--- src/rtl/ws_pe_pkg.sv ---
// ----------------------------------------------------------------------------
// ws_pe_pkg
// Shared constants and arithmetic helpers for the weight-stationary PE.
//   MULT_STAGES_MAX : largest supported number of extra multiplier stages
//   ADD_W           : working width of the generic add/saturate helper
//   add_sat()       : signed add of two sign-extended operands, optionally
//                     clamped to a signed field of 'width' bits
// ----------------------------------------------------------------------------
package ws_pe_pkg;

    localparam int MULT_STAGES_MAX = 1;
    localparam int ADD_W           = 64;

    typedef struct packed {
        logic             sat;
        logic [ADD_W-1:0] sum;
    } add_res_t;

    // Operands arrive sign-extended to ADD_W. The true sum is formed one bit
    // wider so it can never overflow here. Without saturation the caller keeps
    // the low 'width' bits, which is exactly modulo-2^width wrap. 'width' must
    // be at most ADD_W-1.
    function automatic add_res_t add_sat(input logic signed [ADD_W-1:0] x,
                                         input logic signed [ADD_W-1:0] y,
                                         input int                      width,
                                         input logic                    sat_en);
        logic signed [ADD_W:0] full;
        logic signed [ADD_W:0] max_v;
        logic signed [ADD_W:0] min_v;
        add_res_t              r;
        full  = {x[ADD_W-1], x} + {y[ADD_W-1], y};
        max_v = 65'sd1;
        max_v = (max_v <<< (width - 1)) - 65'sd1;
        min_v = -max_v - 65'sd1;
        r.sat = 1'b0;
        r.sum = full[ADD_W-1:0];
        if (sat_en) begin
            if (full > max_v) begin
                r.sat = 1'b1;
                r.sum = max_v[ADD_W-1:0];
            end else if (full < min_v) begin
                r.sat = 1'b1;
                r.sum = min_v[ADD_W-1:0];
            end
        end
        return r;
    endfunction

endpackage

--- src/rtl/ws_pe_mk2_if.sv ---
// ----------------------------------------------------------------------------
// ws_pe_mk2_if
// Bundles every non-clock/reset signal of one weight-stationary PE.
//   master : the side driving the PE (enable, weight chain in, activation in,
//            partial sum in, sat_clr) and observing its outputs
//   slave  : the PE itself
// ----------------------------------------------------------------------------
interface ws_pe_mk2_if #(
    parameter int DATA_WIDTH = 8,
    parameter int ACC_WIDTH  = 32
);
    logic                         enable;
    logic signed [DATA_WIDTH-1:0] b_in;
    logic                         b_valid_in;
    logic                         b_capture;
    logic                         b_swap;
    logic signed [DATA_WIDTH-1:0] b_out;
    logic                         b_valid_out;
    logic signed [DATA_WIDTH-1:0] a_in;
    logic                         a_valid_in;
    logic signed [DATA_WIDTH-1:0] a_out;
    logic                         a_valid_out;
    logic signed [ACC_WIDTH-1:0]  c_in;
    logic signed [ACC_WIDTH-1:0]  c_out;
    logic                         c_valid_out;
    logic                         sat_flag;
    logic                         sat_clr;

    modport master (
        output enable, b_in, b_valid_in, b_capture, b_swap,
               a_in, a_valid_in, c_in, sat_clr,
        input  b_out, b_valid_out, a_out, a_valid_out,
               c_out, c_valid_out, sat_flag
    );

    modport slave (
        input  enable, b_in, b_valid_in, b_capture, b_swap,
               a_in, a_valid_in, c_in, sat_clr,
        output b_out, b_valid_out, a_out, a_valid_out,
               c_out, c_valid_out, sat_flag
    );
endinterface

--- src/rtl/ws_pe_mac.sv ---
// ----------------------------------------------------------------------------
// ws_pe_mac
// Multiply-accumulate datapath of the PE: full-precision signed product,
// optional registered product stage, then add (wrap or saturate).
// Config macro: WS_PE_SAT_EN -- when defined the add saturates and 'sat'
// reports clamping; otherwise the add wraps and 'sat' is always 0.
// Ports:
//   clk, rst_n  : clock, asynchronous active-low reset
//   enable      : advances the optional product stage
//   a, w        : activation and active weight (signed DATA_WIDTH)
//   c           : incoming partial sum (signed ACC_WIDTH)
//   sum, sat    : combinational adder result and its saturation indication
// ----------------------------------------------------------------------------
module ws_pe_mac
    import ws_pe_pkg::*;
#(
    parameter int DATA_WIDTH  = 8,
    parameter int ACC_WIDTH   = 32,
    parameter int MULT_STAGES = 0
) (
    input  logic                         clk,
    input  logic                         rst_n,
    input  logic                         enable,
    input  logic signed [DATA_WIDTH-1:0] a,
    input  logic signed [DATA_WIDTH-1:0] w,
    input  logic signed [ACC_WIDTH-1:0]  c,
    output logic signed [ACC_WIDTH-1:0]  sum,
    output logic                         sat
);
    localparam int PW = 2 * DATA_WIDTH;

`ifdef WS_PE_SAT_EN
    localparam logic SAT_EN_C = 1'b1;
`else
    localparam logic SAT_EN_C = 1'b0;
`endif

    logic signed [PW-1:0]        prod_p0;
    logic signed [PW-1:0]        prod_add;
    logic signed [ACC_WIDTH-1:0] c_add;
    add_res_t                    add_res;
    logic                        unused_add_hi;

    assign prod_p0 = PW'(a) * PW'(w);

    // ---- optional product stage: c is delayed with it so both meet at the adder
    generate
        if (MULT_STAGES >= 1) begin : g_prod_stage
            logic signed [PW-1:0]        prod_p1;
            logic signed [ACC_WIDTH-1:0] c_p1;
            always_ff @(posedge clk or negedge rst_n) begin
                if (!rst_n) begin
                    prod_p1 <= '0;
                    c_p1    <= '0;
                end else if (enable) begin
                    prod_p1 <= prod_p0;
                    c_p1    <= c;
                end
            end
            assign prod_add = prod_p1;
            assign c_add    = c_p1;
        end else begin : g_no_prod_stage
            logic unused_ctl;
            assign unused_ctl = ^{clk, rst_n, enable};
            assign prod_add   = prod_p0;
            assign c_add      = c;
        end
    endgenerate

    // ---- adder stage
    assign add_res       = add_sat(ADD_W'(c_add), ADD_W'(prod_add), ACC_WIDTH, SAT_EN_C);
    assign sum           = add_res.sum[ACC_WIDTH-1:0];
    assign sat           = add_res.sat;
    assign unused_add_hi = ^add_res.sum[ADD_W-1:ACC_WIDTH];

endmodule

--- src/rtl/ws_pe_mk2.sv ---
// ----------------------------------------------------------------------------
// ws_pe_mk2
// Weight-stationary systolic processing element. Holds a double-buffered
// weight (shadow/active), passes weights and activations to neighbours and
// produces c_out = c_in + a_in * active_weight after L = 1 + MULT_STAGES
// enabled cycles.
// Config macro: WS_PE_SAT_EN -- saturating accumulate with sticky sat_flag
// (cleared by sat_clr); undefined: wrapping accumulate, sat_flag tied 0.
// Ports:
//   clk    : clock, all state on rising edge
//   rst_n  : asynchronous active-low reset
//   pe     : ws_pe_mk2_if.slave (weight chain, activation chain, partial
//            sums, enable, sat_flag/sat_clr)
// ----------------------------------------------------------------------------
module ws_pe_mk2
    import ws_pe_pkg::*;
#(
    parameter int DATA_WIDTH  = 8,
    parameter int ACC_WIDTH   = 32,
    parameter int MULT_STAGES = 0
) (
    input  logic           clk,
    input  logic           rst_n,
    ws_pe_mk2_if.slave     pe
);
    // Out-of-range MULT_STAGES values are clamped to the supported range.
    localparam int MS = (MULT_STAGES > MULT_STAGES_MAX) ? MULT_STAGES_MAX :
                        (MULT_STAGES < 0)               ? 0 : MULT_STAGES;

    logic signed [DATA_WIDTH-1:0] shadow_w;
    logic signed [DATA_WIDTH-1:0] active_w;
    logic                         vld_add;
    logic signed [ACC_WIDTH-1:0]  mac_sum;
    logic                         mac_sat;

    // ---- weight chain: free-running, ignores enable.
    // A swap moves the pre-edge shadow, so capture+swap together never bypass.
    always_ff @(posedge clk or negedge rst_n) begin
        if (!rst_n) begin
            pe.b_out       <= '0;
            pe.b_valid_out <= 1'b0;
            shadow_w       <= '0;
            active_w       <= '0;
        end else begin
            pe.b_out       <= pe.b_in;
            pe.b_valid_out <= pe.b_valid_in;
            if (pe.b_capture && pe.b_valid_in) shadow_w <= pe.b_in;
            if (pe.b_swap)                     active_w <= shadow_w;
        end
    end

    // ---- activation pass-through stage
    always_ff @(posedge clk or negedge rst_n) begin
        if (!rst_n) begin
            pe.a_out       <= '0;
            pe.a_valid_out <= 1'b0;
        end else if (pe.enable) begin
            pe.a_out       <= pe.a_in;
            pe.a_valid_out <= pe.a_valid_in;
        end
    end

    // ---- valid tracking matching the MAC product stage
    generate
        if (MS >= 1) begin : g_vld_stage
            logic vld_p1;
            always_ff @(posedge clk or negedge rst_n) begin
                if (!rst_n)          vld_p1 <= 1'b0;
                else if (pe.enable)  vld_p1 <= pe.a_valid_in;
            end
            assign vld_add = vld_p1;
        end else begin : g_no_vld_stage
            assign vld_add = pe.a_valid_in;
        end
    endgenerate

    ws_pe_mac #(
        .DATA_WIDTH  (DATA_WIDTH),
        .ACC_WIDTH   (ACC_WIDTH),
        .MULT_STAGES (MS)
    ) u_mac (
        .clk    (clk),
        .rst_n  (rst_n),
        .enable (pe.enable),
        .a      (pe.a_in),
        .w      (active_w),
        .c      (pe.c_in),
        .sum    (mac_sum),
        .sat    (mac_sat)
    );

    // ---- output stage: invalid slots leave c_out untouched
    always_ff @(posedge clk or negedge rst_n) begin
        if (!rst_n) begin
            pe.c_out       <= '0;
            pe.c_valid_out <= 1'b0;
        end else if (pe.enable) begin
            pe.c_valid_out <= vld_add;
            if (vld_add) pe.c_out <= mac_sum;
        end
    end

`ifdef WS_PE_SAT_EN
    // Sticky flag; a new saturation wins over a simultaneous clear.
    always_ff @(posedge clk or negedge rst_n) begin
        if (!rst_n) pe.sat_flag <= 1'b0;
        else        pe.sat_flag <= (pe.enable && vld_add && mac_sat) ||
                                   (pe.sat_flag && !pe.sat_clr);
    end
`else
    logic unused_sat;
    assign unused_sat  = ^{pe.sat_clr, mac_sat};
    assign pe.sat_flag = 1'b0;
`endif

endmodule

--- src/flat_wrapper.sv ---
// flat-port wrapper written by rule: the top's interface ports become plain ports
module ws_pe_mk2_flat import ws_pe_pkg::*;
#(
    parameter int DATA_WIDTH  = 8,
    parameter int ACC_WIDTH   = 32,
    parameter int MULT_STAGES = 0
)
  (clk, rst_n, pe_enable, pe_b_in, pe_b_valid_in, pe_b_capture, pe_b_swap, pe_a_in, pe_a_valid_in, pe_c_in, pe_sat_clr, pe_b_out, pe_b_valid_out, pe_a_out, pe_a_valid_out, pe_c_out, pe_c_valid_out, pe_sat_flag);
  ws_pe_mk2_if #(.DATA_WIDTH(DATA_WIDTH), .ACC_WIDTH(ACC_WIDTH)) pe_i ();
  input  logic clk;
  input  logic rst_n;
  input wire logic [$bits(pe_i.enable)-1:0] pe_enable;
  input wire logic [$bits(pe_i.b_in)-1:0] pe_b_in;
  input wire logic [$bits(pe_i.b_valid_in)-1:0] pe_b_valid_in;
  input wire logic [$bits(pe_i.b_capture)-1:0] pe_b_capture;
  input wire logic [$bits(pe_i.b_swap)-1:0] pe_b_swap;
  input wire logic [$bits(pe_i.a_in)-1:0] pe_a_in;
  input wire logic [$bits(pe_i.a_valid_in)-1:0] pe_a_valid_in;
  input wire logic [$bits(pe_i.c_in)-1:0] pe_c_in;
  input wire logic [$bits(pe_i.sat_clr)-1:0] pe_sat_clr;
  output wire logic [$bits(pe_i.b_out)-1:0] pe_b_out;
  output wire logic [$bits(pe_i.b_valid_out)-1:0] pe_b_valid_out;
  output wire logic [$bits(pe_i.a_out)-1:0] pe_a_out;
  output wire logic [$bits(pe_i.a_valid_out)-1:0] pe_a_valid_out;
  output wire logic [$bits(pe_i.c_out)-1:0] pe_c_out;
  output wire logic [$bits(pe_i.c_valid_out)-1:0] pe_c_valid_out;
  output wire logic [$bits(pe_i.sat_flag)-1:0] pe_sat_flag;
  assign pe_i.enable = pe_enable;
  assign pe_i.b_in = pe_b_in;
  assign pe_i.b_valid_in = pe_b_valid_in;
  assign pe_i.b_capture = pe_b_capture;
  assign pe_i.b_swap = pe_b_swap;
  assign pe_i.a_in = pe_a_in;
  assign pe_i.a_valid_in = pe_a_valid_in;
  assign pe_i.c_in = pe_c_in;
  assign pe_i.sat_clr = pe_sat_clr;
  assign pe_b_out = pe_i.b_out;
  assign pe_b_valid_out = pe_i.b_valid_out;
  assign pe_a_out = pe_i.a_out;
  assign pe_a_valid_out = pe_i.a_valid_out;
  assign pe_c_out = pe_i.c_out;
  assign pe_c_valid_out = pe_i.c_valid_out;
  assign pe_sat_flag = pe_i.sat_flag;
  ws_pe_mk2 #(.DATA_WIDTH(DATA_WIDTH), .ACC_WIDTH(ACC_WIDTH), .MULT_STAGES(MULT_STAGES)) u_core (.clk(clk), .rst_n(rst_n), .pe(pe_i));
endmodule
--- config.mk ---
export PLATFORM = sky130hd
export DESIGN_NAME = ws_pe_mk2_flat
export DESIGN_NICKNAME = d
export VERILOG_FILES = /design/src/rtl/ws_pe_pkg.sv /design/src/rtl/ws_pe_mk2_if.sv /design/src/rtl/ws_pe_mac.sv /design/src/rtl/ws_pe_mk2.sv /design/src/flat_wrapper.sv
export SDC_FILE = /design/constraint.sdc
export NUM_CORES = 1
export LEC_CHECK = 0
export BUFFER_PORTS_ARGS = -buffer_cell sky130_fd_sc_hd__buf_2
export CAP_MARGIN = 15
export CORE_MARGIN = 1
export CORE_UTILIZATION = 54
export DETAILED_ROUTE_END_ITERATION = 10
export GPL_ROUTABILITY_DRIVEN = 0
export HOLD_SLACK_MARGIN = 0.08
export PLACE_DENSITY = 0.87
export REMOVE_ABC_BUFFERS = 1
export SLEW_MARGIN = 0
export SYNTH_ARGS = -nofsm -noshare
export SYNTH_HDL_FRONTEND = slang
export SYNTH_SLANG_ARGS = --single-unit
--- constraint.sdc ---
create_clock -name clk -period 6.3 [get_ports clk]
set_input_delay 0.63 -clock clk [delete_from_list [all_inputs] [get_ports clk]]
set_output_delay 0.63 -clock clk [all_outputs]
set_load 0.01 [all_outputs]
==> results.sh, run 1 <==
export IMPL_drt_first_pass_iters=6
export IMPL_tightest_slew_ns=0.860
export IMPL_numCtsBuffers=9
export IMPL_synth_edff_count=0
export IMPL_dp_slack_ns=0.342
export IMPL_track_usage=0.264
export IMPL_row_count=43
export IMPL_post_cts_buffers=0
export IMPL_period_minus_slack_ns=5.70
export IMPL_cts_hold_buf=0
export IMPL_grt_pass1_wl_microns=29600
export IMPL_antenna_found_initial=0
export IMPL_crit_family="adder cells"
export IMPL_hp_class="in -> reg"
export IMPL_die_w_microns=122
export IMPL_arrival_ns=5.92
export IMPL_critical_path_cell_chain="nand2_1 > fa_1 > fa_1 > inv_1 > buf_4 > fa_1 > fa_1 > ha_1 > ha_1 > nand4_1 > nor2_1 > a211oi_1 > nand4_1 > o211a_1 > o21a_1 > nor3_1 > o21ai_1"
export IMPL_mostFrequentLayoutCells="fa_1 (136), buf_2 (105), inv_1 (103)"
export IMPL_yosysSeqAreaShare=0.214
export IMPL_synthTopCellsByArea="fa_1 (35%), dfrtp_1 (21%), ha_1 (11%)"
export IMPL_cts_root_buf="clkbuf_16"
export IMPL_synth_area_sq_um=7730
export IMPL_ant_nets=0
export IMPL_seqCellArea_sq_um=1650
export IMPL_hold_violations=0
export IMPL_synth_area_per_cell_sq_um=11.0
export IMPL_nets=1078
export IMPL_area_delta_synth_final_pct=14.2
export IMPL_hpwl_microns=13800
export IMPL_max_freq_mhz=175
export IMPL_status="completed"
export IMPL_cts_tree="done"
export IMPL_drv_slew=0
export IMPL_fp_dieArea_sq_um=14800
export IMPL_finalInstanceArea_sq_um=8830
export IMPL_grt_max_degree=67
export IMPL_multi_input_comb_area_sq_um=5600
export IMPL_worstSkewPairLatency_ns=0.34
export IMPL_yosys_warnings=0
export IMPL_diodes=0
export IMPL_synth_largest_area_cell="fa_1"
export IMPL_fin_crit_sh=0.906
export IMPL_rsz0062_at_grt="false"
export IMPL_finalWorstSetupSlack_ns=0.595
export IMPL_netlist_instances=702
export IMPL_die_h_microns=122
export IMPL_routedWlPerCell_microns=17.7
export IMPL_final_cells=1001
export IMPL_fin_skew_ns=0.00602
export IMPL_overflow=0
export IMPL_post_route_drc_count=0
export IMPL_layout_commonest_cell="fa_1"
export IMPL_layout_drive_gt1_share=0.217
export IMPL_drt_iter0_markers=261
export IMPL_cp_common_cell="fa_1"
export IMPL_endpoint_kind="flop"
export IMPL_maxCapViolCount=0
export IMPL_clockBufferDepth=2
export IMPL_max_stage_delay_ns=0.60
export IMPL_place_inst=985
export IMPL_yosys_register_bits=66
export IMPL_pin_count=108
export IMPL_critPathSlowestCell="fa_1"
export IMPL_ys_async_sr_fraction=1.00
export IMPL_vias=5573
export IMPL_fill_cells=1059
export IMPL_fin_setup_tns_ns=0
export IMPL_synth_main_ff_cell="dfrtp_1"
export IMPL_crit_buf_inv=2
export IMPL_clk_pin_slew_ns=0.06
export IMPL_start_util=0.555
export IMPL_startpoint_type="flop"
export IMPL_portBuffers=105
export IMPL_synth_top_cell_area_share=0.352
export IMPL_finalSetupViolations=0
export IMPL_via_per_inst=5.57
export IMPL_maxSlewHeadroom=0.427
export IMPL_wirelength_microns=17700
export IMPL_critPathKind="reg -> reg"
export IMPL_core_area_sq_um=13900
export IMPL_cts_sinks=66
export IMPL_worstPathRequired_ns=6.52
export IMPL_cts_max_level=3
export IMPL_grt_pass1_vias=6094
export IMPL_synth_distinct_cells=52
export IMPL_worstPathMaxFanout=9
export IMPL_postCtsResizedCells=0
export IMPL_placed_area_sq_um=8520
-- per-layer routing --
layer	vias to the layer above	share of wire	global-route usage
met2	208	0.53	0.477
met1	2804	0.39	0.311
met4	0	0.033	0.103
met5	-	0	0
li1	2517	-	-
met3	44	0.051	0.0492
-- state kept, by name, indices dropped and copies added (netlist names) --
| register | count |
|---|---|
| u_core.pe.c_out | 32 |
| u_core.active_w | 8 |
| u_core.pe.a_out | 8 |
| u_core.pe.b_out | 8 |
| u_core.shadow_w | 8 |
| u_core.pe.a_valid_out | 1 |
| u_core.pe.b_valid_out | 1 |
-- synth_stat cells (3+ instances only) --
library cell,n
dfrtp_1,66
nor3_1,6
nand2b_1,3
fa_1,136
o31ai_1,4
o21ai_0,24
o21ai_1,12
nand4_1,5
nand3_1,10
xnor2_1,14
inv_1,103
o211ai_1,5
clkbuf_1,9
o21a_1,5
a21oi_1,17
ha_1,70
nand2_1,57
a31oi_1,5
nor2b_1,7
xor2_1,8
a21o_1,12
a211oi_1,5
buf_6,3
and2_1,34
nor2_1,17
mux2_2,30
-- stage by stage --
| step | hold WS (ns) | utilization |
|---|---|---|
| after CTS | 0.398 | 0.633 |
| after global placement | 0.455 | 0.612 |
| after detailed placement | 0.461 | 0.612 |
| after global routing | 0.394 | 0.633 |
| after floorplan | 0.334 | - |
| final | 0.406 | 0.633 |
-- logic make-up after synthesis --
logic type	share of synthesized area
other cells	0.000485
compound gates	0.0924
fa+ha+maj	0.466
buf+inv	0.0625
flops	0.214
mux	0.0437
xor+xnor	0.0249
simple gates	0.0968
-- final timing paths --
| check | startpoint | end | slack, ns | cells past startpoint |
|---|---|---|---|---|
| max | u_core.active_w[3] | u_core.pe.c_out[29] | 0.60 | 17 |
| min | pe_b_in[1] | u_core.pe.b_out[1] | 0.41 | 1 |
| max reg2reg | u_core.active_w[3] | u_core.pe.c_out[29] | 0.60 | 17 |
| min reg2reg | u_core.pe.c_out[10] | u_core.pe.c_out[10] | 0.47 | 1 |
| max in group asynchronous | rst_n | u_core.pe.c_out[20] | 5.25 | 2 |
| min in group asynchronous | rst_n | u_core.pe.a_out[3] | 0.50 | 2 |
-- final cells by class --
cell class,count,share of cell area
Multi-Input combinational cell,516,0.634
Sequential cell,66,0.187
Timing Repair Buffer,120,0.0751
Inverter,103,0.0438
Clock buffer,9,0.0255
Tap cell,180,0.0255
Clock inverter,7,0.00879
Power of run 1 is not shown: default switching activity piles up to over one toggle a cycle in this logic, so the estimate is an artifact.
==> run 2: changes to the inputs <==
--- a/config.mk
+++ b/config.mk
@@ -7,12 +7,11 @@
 export LEC_CHECK = 0
 export BUFFER_PORTS_ARGS = -buffer_cell sky130_fd_sc_hd__buf_2
 export CAP_MARGIN = 15
-export CORE_MARGIN = 1
 export CORE_UTILIZATION = 54
 export DETAILED_ROUTE_END_ITERATION = 10
 export GPL_ROUTABILITY_DRIVEN = 0
 export HOLD_SLACK_MARGIN = 0.08
-export PLACE_DENSITY = 0.87
+export PLACE_DENSITY = 0.89
 export REMOVE_ABC_BUFFERS = 1
 export SLEW_MARGIN = 0
 export SYNTH_ARGS = -nofsm -noshare
==> run 2 against run 1 <==
Routed wire length fell by 2.9%. Count of clock-buffer cells in the layout did not move. Cell count fell by 0.20%. Final area barely moved. Register-to-register slack got worse by 0.09 ns. Core utilization barely moved. Die area did not move. Maximum frequency fell by 1.5%. Sequential cell count did not move.
==> results.sh, run 2 (synthesis results as in run 1) <==
export IMPL_status="completed"
export IMPL_hold_violations=0
export IMPL_cts_tree="done"
export IMPL_post_route_drc_count=0
export IMPL_fin_setup_tns_ns=0
export IMPL_grt_pass1_vias=6121
export IMPL_endpoint_kind="flop"
export IMPL_worstPathRequired_ns=6.52
export IMPL_hp_class="in -> reg"
export IMPL_row_count=43
export IMPL_routedWlPerCell_microns=17.2
export IMPL_startpoint_type="flop"
export IMPL_post_cts_buffers=0
export IMPL_hpwl_microns=13700
export IMPL_maxSlewHeadroom=0.425
export IMPL_cts_sinks=66
export IMPL_clockBufferDepth=2
export IMPL_fin_skew_ns=0.00835
export IMPL_portBuffers=105
export IMPL_cts_root_buf="clkbuf_16"
export IMPL_start_util=0.555
export IMPL_mostFrequentLayoutCells="fa_1 (136), buf_2 (105), inv_1 (103)"
export IMPL_diodes=0
export IMPL_rsz0062_at_grt="false"
export IMPL_die_w_microns=122
export IMPL_postCtsResizedCells=0
export IMPL_cts_hold_buf=0
export IMPL_fill_cells=1046
export IMPL_max_freq_mhz=173
export IMPL_area_delta_synth_final_pct=14.1
export IMPL_vias=5561
export IMPL_nets=1076
export IMPL_clk_pin_slew_ns=0.06
export IMPL_grt_max_degree=67
export IMPL_largest_reg_flops=32
export IMPL_tightest_slew_ns=0.862
export IMPL_maxCapViolCount=0
export IMPL_cts_max_level=3
export IMPL_final_cells=999
export IMPL_worstPathMaxFanout=9
export IMPL_regMostFlops="u_core.pe.c_out"
export IMPL_antenna_found_initial=0
export IMPL_final_core_util=0.633
export IMPL_period_minus_slack_ns=5.79
export IMPL_drv_slew=0
export IMPL_arrival_ns=6.01
export IMPL_ant_nets=0
export IMPL_worstSkewPairLatency_ns=0.34
export IMPL_finalSetupViolations=0
export IMPL_die_h_microns=122
export IMPL_wirelength_microns=17200
export IMPL_pin_count=108
export IMPL_via_per_inst=5.57
export IMPL_core_area_sq_um=13900
export IMPL_numCtsBuffers=9
export IMPL_overflow=0
export IMPL_fin_crit_sh=0.919
export IMPL_grt_pass1_wl_microns=29400
export IMPL_drt_iter0_markers=294
export IMPL_place_inst=983
export IMPL_track_usage=0.259
export IMPL_drt_first_pass_iters=5
export IMPL_layout_drive_gt1_share=0.215
export IMPL_layout_commonest_cell="fa_1"
export IMPL_critPathKind="reg -> reg"
export IMPL_fp_dieArea_sq_um=14800
==> run 2: cell types whose count changed in the layout (fill, tap and decap cells not counted) <==
| cell | before | now |
|---|---|---|
| buf_12 | 2 | 1 |
| buf_4 | 13 | 12 |
| bufinv_16 | 1 | 2 |
| clkinv_2 | 2 | 1 |
| inv_6 | 1 | 2 |
| inv_8 | 1 | 0 |
==> run 2: worst max-delay path: stages (launching register included) <==
cell	delay, ns
dfrtp_1	0.54
nand2_1	0.18
fa_1	0.55
fa_1	0.59
inv_1	0.35
fa_1	0.50
fa_1	0.47
ha_1	0.30
ha_1	0.36
a21o_1	0.18
a21o_1	0.18
a211oi_1	0.40
nand4_1	0.30
o211ai_1	0.36
a31oi_1	0.15
a41oi_1	0.19
nand2_1	0.07
==> run 2: stage by stage <==
stage | cell area, sq um | worst slack [ns] | hold slack [ns]
after floorplan | 7630 | 0.0972 | 0.334
after global placement | 8500 | 0.478 | 0.455
after detailed placement | 8500 | 0.315 | 0.462
after CTS | 8820 | 0.613 | 0.401
after global routing | 8820 | 0.243 | 0.403
final | 8820 | 0.508 | 0.408
==> run 2: routing by layer <==
layer  wire [microns]  global-route usage  vias up
met4              356              0.0772        0
li1                 -                   -     2511
met5                0                   0        -
met2             9060               0.467      198
met1             6880               0.310     2824
met3              924              0.0529       28
==> run 2: worst paths after layout <==
check,start,end,slack [ns],cells past startpoint
min in group asynchronous,rst_n,u_core.pe.b_out[6],0.50,2
max reg2reg,u_core.active_w[3],u_core.pe.c_out[31],0.51,16
min reg2reg,u_core.pe.c_out[15],u_core.pe.c_out[15],0.48,2
max in group asynchronous,rst_n,u_core.pe.c_out[28],5.24,2
max,u_core.active_w[3],u_core.pe.c_out[31],0.51,16
min,pe_b_in[6],u_core.pe.b_out[6],0.41,1
==> run 2: area by class of cell <==
class	count	area (sq um)	area share
Tap cell	180	225	0.0255
Clock buffer	9	225	0.0255
Sequential cell	66	1650	0.187
Inverter	103	387	0.0438
Timing Repair Buffer	118	636	0.0721
Multi-Input combinational cell	516	5600	0.634
Clock inverter	7	100	0.0113
Power of run 2 is left out for the same reason.
